==> src/rtl/mem_rw_sequencer.sv <==
// mem_rw_sequencer: pairs AW/W beats, round-robins one single-port byte
// memory between writes and reads, and pulses the B/R TX channel enables.
//
// state | meaning
// IDLE  | evaluate eligibility and grant write or read
// WR    | drive memory write strobe with held address/data
// WRESP | pulse b_en, release AW and W holds
// RD    | drive memory read strobe with held read address
// RCAP  | register memory read data into r_data
// RSEND | pulse r_en, release AR hold
module mem_rw_sequencer #(
  parameter int ADDR_W = 12,
  parameter int DATA_W = 32
) (
  input  logic              ACLK,
  input  logic              ARESET,
  input  logic              aw_new,
  input  logic [ADDR_W-1:0] aw_addr,
  output logic              aw_busy,
  input  logic              w_new,
  input  logic [DATA_W-1:0] w_data,
  output logic              w_busy,
  input  logic              ar_new,
  input  logic [ADDR_W-1:0] ar_addr,
  output logic              ar_busy,
  output logic              b_en,
  input  logic              b_hold,
  output logic              r_en,
  output logic [DATA_W-1:0] r_data,
  input  logic              r_hold,
  output logic              mem_we,
  output logic              mem_re,
  output logic [ADDR_W-1:0] mem_addr,
  output logic [DATA_W-1:0] mem_wdata,
  input  logic [DATA_W-1:0] mem_rdata,
  output logic              err
);

  typedef enum logic [2:0] {
    IDLE  = 3'd0,
    WR    = 3'd1,
    WRESP = 3'd2,
    RD    = 3'd3,
    RCAP  = 3'd4,
    RSEND = 3'd5
  } state_t;

  state_t            state, state_nxt;
  logic              rr_last_wr;  // 1: last grant was a write, 0: read
  logic              aw_pend, w_pend, ar_pend;
  logic [ADDR_W-1:0] aw_q, ar_q;
  logic [DATA_W-1:0] w_q;
  logic              wr_ok, rd_ok;

  assign aw_busy = aw_pend;
  assign w_busy  = w_pend;
  assign ar_busy = ar_pend;

  assign wr_ok = aw_pend & w_pend & ~b_hold;
  assign rd_ok = ar_pend & ~r_hold;

  // State register and round-robin memory of the last granted side.
  always_ff @(posedge ACLK or posedge ARESET) begin
    if (ARESET) begin
      state      <= IDLE;
      rr_last_wr <= 1'b0;
    end else begin
      state <= state_nxt;
      if (state == WR)
        rr_last_wr <= 1'b1;
      else if (state == RD)
        rr_last_wr <= 1'b0;
    end
  end

  // Capture strobes into hold registers; a strobe while held is dropped and flagged.
  always_ff @(posedge ACLK or posedge ARESET) begin
    if (ARESET) begin
      aw_pend <= 1'b0;
      w_pend  <= 1'b0;
      ar_pend <= 1'b0;
      aw_q    <= '0;
      w_q     <= '0;
      ar_q    <= '0;
      err     <= 1'b0;
    end else begin
      if (state == WRESP) begin
        aw_pend <= 1'b0;
        w_pend  <= 1'b0;
      end
      if (state == RSEND)
        ar_pend <= 1'b0;
      if (aw_new && !aw_pend) begin
        aw_pend <= 1'b1;
        aw_q    <= aw_addr;
      end
      if (w_new && !w_pend) begin
        w_pend <= 1'b1;
        w_q    <= w_data;
      end
      if (ar_new && !ar_pend) begin
        ar_pend <= 1'b1;
        ar_q    <= ar_addr;
      end
      if ((aw_new && aw_pend) || (w_new && w_pend) || (ar_new && ar_pend))
        err <= 1'b1;
    end
  end

  // Registered read beat, held until the next read capture.
  always_ff @(posedge ACLK or posedge ARESET) begin
    if (ARESET)
      r_data <= '0;
    else if (state == RCAP)
      r_data <= mem_rdata;
  end

  // Next-state and memory/TX strobe decode.
  always_comb begin
    state_nxt = state;
    mem_we    = 1'b0;
    mem_re    = 1'b0;
    mem_addr  = '0;
    mem_wdata = '0;
    b_en      = 1'b0;
    r_en      = 1'b0;
    case (state)
      IDLE: begin
        if (wr_ok && rd_ok)
          state_nxt = rr_last_wr ? RD : WR;
        else if (wr_ok)
          state_nxt = WR;
        else if (rd_ok)
          state_nxt = RD;
      end
      WR: begin
        mem_we    = 1'b1;
        mem_addr  = aw_q;
        mem_wdata = w_q;
        state_nxt = WRESP;
      end
      WRESP: begin
        b_en      = 1'b1;
        state_nxt = IDLE;
      end
      RD: begin
        mem_re    = 1'b1;
        mem_addr  = ar_q;
        state_nxt = RCAP;
      end
      RCAP: begin
        state_nxt = RSEND;
      end
      RSEND: begin
        r_en      = 1'b1;
        state_nxt = IDLE;
      end
      default: begin
        state_nxt = IDLE;
      end
    endcase
  end

endmodule

==> config.mk <==
export PLATFORM = sky130hd
export DESIGN_NAME = mem_rw_sequencer
export DESIGN_NICKNAME = d
export VERILOG_FILES = /design/src/rtl/mem_rw_sequencer.sv
export SDC_FILE = /design/constraint.sdc
export NUM_CORES = 1
export LEC_CHECK = 0
export CORE_MARGIN = 8
export CORE_UTILIZATION = 45
export DETAILED_ROUTE_END_ITERATION = 10
export PLACE_DENSITY = 0.83
export SETUP_SLACK_MARGIN = 0.2
export SLEW_MARGIN = 40
export SYNTH_ARGS = -nofsm -noshare
export SYNTH_HDL_FRONTEND = slang
export SYNTH_SLANG_ARGS = --single-unit
==> constraint.sdc <==
create_clock -name ACLK -period 6.3 [get_ports ACLK]
set_clock_uncertainty 0.2 [all_clocks]
set_input_delay 0.945 -clock ACLK [delete_from_list [all_inputs] [get_ports ACLK]]
set_output_delay 0.945 -clock ACLK [all_outputs]
set_load 0.005 [all_outputs]
==> metrics.md <==
| Metric | Value |
|---|---|
| TritonCTS Buffers | 9 |
| Ys Warns | 0 |
| Dominant cell type by area after synthesis | dfrtp_1 |
| GRT Max-Usage Layer | met2 |
| Die area | 12100 um^2 |
| Syn Inst Count | 273 |
| Post-route insts no fill | 563 |
| Drt total wl | 10.6 mm |
| Top-area cell type share of the netlist area | 60.3% |
| Unrepaired setup endpoints after global routing | false |
| Nets | 547 |
| Worst-Skew Late Latency | 0.35 ns |
| Final Cycle Share | 53.7% |
| Reg area | 2400 um^2 |
| Seq cells post-synth | 96 |
| Hold buffers post-CTS | 0 |
| Drt pass-1 iters | 4 |
| CTS H-tree depth | 3 |
| Routability cong. | 0.706 |
| CP startpoint kind | flop |
| DR iter-0 viols | 48 |
| Met2 GRT Util | 29.8% |
| Routed Antenna Nets | 0 |
| Share of cells above drive strength 1 | 24.0% |
| Hpwl dp | 7.92 mm |
| Worst slew pin tran | 0.684 ns |
| Post-synth EDFFs | 0 |
| Max frequency | 296 MHz |
| P_leak | 2.50 nW |
| Starting Density | 46.1% |
| CP endpoint kind | primary output |
| Max cap viols | 0 |
| Diode count | 0 |
| Residual DRC | 0 |
| Die X | 110 um |
| Fill count | 620 |
| Grt met1 use | 19.8% |
| CTS root buf | clkbuf_8 |
| Final hold vios | 0 |
| Core area | 8640 um^2 |
| TNS Setup | 0 ns |
| Critical Path RT | 5.15 ns |
| Std-Cell Rows | 34 |
| CTS tree | built |
| Largest net degree at the start of global routing | 78 |
| Run status | completed |
| Cell Count Post-Placement | 548 |
| CP max FO | 14 |
| Max Slew Vio Count | 0 |
| All-Layer GR Usage | 17.6% |
| Main synth FF type | dfrtp_1 |
| Vias in the first global route | 3118 |
| Fraction of registers with async set/reset | 100% |
| Chip height | 110 um |
| Seq/Total Area, Yosys | 60.3% |
| Net Count, Synth | 368 |
| Clock tree buffer depth | 2 |
| Arr. time, crit path | 2.24 ns |
| Hold Crit Class | flop to flop |
| GRT overflow | 0 |
| First-pass GRT wire length | 16.4 mm |
| Area contributors post-synth | dfrtp_1, mux2_2, and2_1, a22o_1, mux2_1 |
| Setup violators final | 0 |
| Number of port buffers | 178 |
| Via count | 2821 |
| Synth top cells by count | dfrtp_1, mux2_2, and2_1 |
| Area grow syn2layout | 52.7% |
| Area of the multi-input gates | 1480 um^2 |
| TritonCTS sink count | 96 |
| GR Util met3 | 6.05% |
| Mapped cell area | 3980 um^2 |
| Worst-path clk slew | 0.09 ns |
| Avg Inst Size Synth | 14.6 um^2 |
| Initial antenna violation count | 0 |
| Postcts setup bufs | 0 |
| Critical path class | flop to primary output |
| Unique masters post-synth | 27 |
| Vias per cell | 5.01 |
| Post-CTS sizing | 0 |
| Most numerous cell in the Yosys netlist | dfrtp_1 |
| Maximum vdd drop | 250 uV |
| Ports | 179 |
| Period minus WS final | 3.38 ns |
| Avg WL per Cell | 18.7 um |
| Slew headroom | 54.4% |
| PwrDens | 443 nW/um^2 |
metal layers:
layer | up-vias | wire, um
met5 | - | 0
met4 | 0 | 176
met3 | 12 | 1050
met2 | 106 | 5330
met1 | 1392 | 4000
li1 | 1311 | -
sequential cells by signal, summed over array words and instances, names as in the netlist:
register    flops
aw_busy         1
ar_busy         1
w_busy          1
r_data         32
err             1
aw_q           12
w_q            32
state           3
rr_last_wr      1
ar_q           12
placed cells by master, fill, tap and decap left out, types with 2 or more instances in the layout:
cell	count
a21o_1	3
a22o_1	12
and2_1	32
buf_4	3
bufinv_16	2
clkbuf_8	10
clkdlybuf4s50_1	178
dfrtp_1	96
inv_1	3
mux2_1	5
mux2_2	83
nand2_1	3
nor2_1	2
nor2b_1	2
nor2b_2	2
nor4_1	2
cell type report:
type | instances | area share [%]
timing repair buffer | 183 | 30.3
tap | 108 | 2.22
sequential | 96 | 39.5
inverter | 4 | 0.288
multi-input combinational | 158 | 24.3
clock buffer | 11 | 2.32
clock inverter | 3 | 1.11
worst paths after layout:
check,from,to,slack (ns),cells after the start
max in group asynchronous,ARESET,ar_q[10],4.29,3
hold reg to reg,r_data[7],r_data[7],0.30,1
hold / removal,r_data[7],r_data[7],0.30,1
setup reg to reg,state[1],r_data[28],4.48,3
min in group asynchronous,ARESET,r_data[17],0.67,2
setup / recovery,state[2],mem_addr[4],2.92,4
power by group:
group | total [mW] | switching (mW) | internal [mW]
combinational | 1.16 | 0.380 | 0.780
clock | 0.432 | 0.201 | 0.231
sequential | 1.10 | 0.175 | 0.927
total | 2.69 | 0.757 | 1.94
logic make-up after synthesis:
| logic type | count (synthesis) | synth area share (%) |
|---|---|---|
| AND/OR/NAND/NOR | 51 | 8.17 |
| flip-flops | 96 | 60.3 |
| multiplexers | 88 | 24.9 |
| buffers and inverters | 19 | 2.80 |
| AO/OA/AOI/OAI | 19 | 3.86 |
through the flow:
stage	instance area (um^2)	power, mW	hold slack, ns	setup WS, ns	utilization [%]
after global routing	6080	2.87	0.319	2.78	70.4
final	6080	2.69	0.297	2.92	70.4
after global placement	5840	2.22	0.258	3.08	67.6
after detailed placement	5850	2.28	0.276	3.02	67.7
after CTS	6050	2.72	0.303	2.63	70.1
after floorplan	3980	1.65	0.251	2.65	-
worst max-delay path, stage by stage, from the launching register on:
cell             delay [ns]
dfrtp_1                0.44
nand2b_2               0.24
nor2_2                 0.47
a22o_1                 0.23
clkdlybuf4s50_1        0.51
Note: power is estimated with default switching activity, not from simulation.
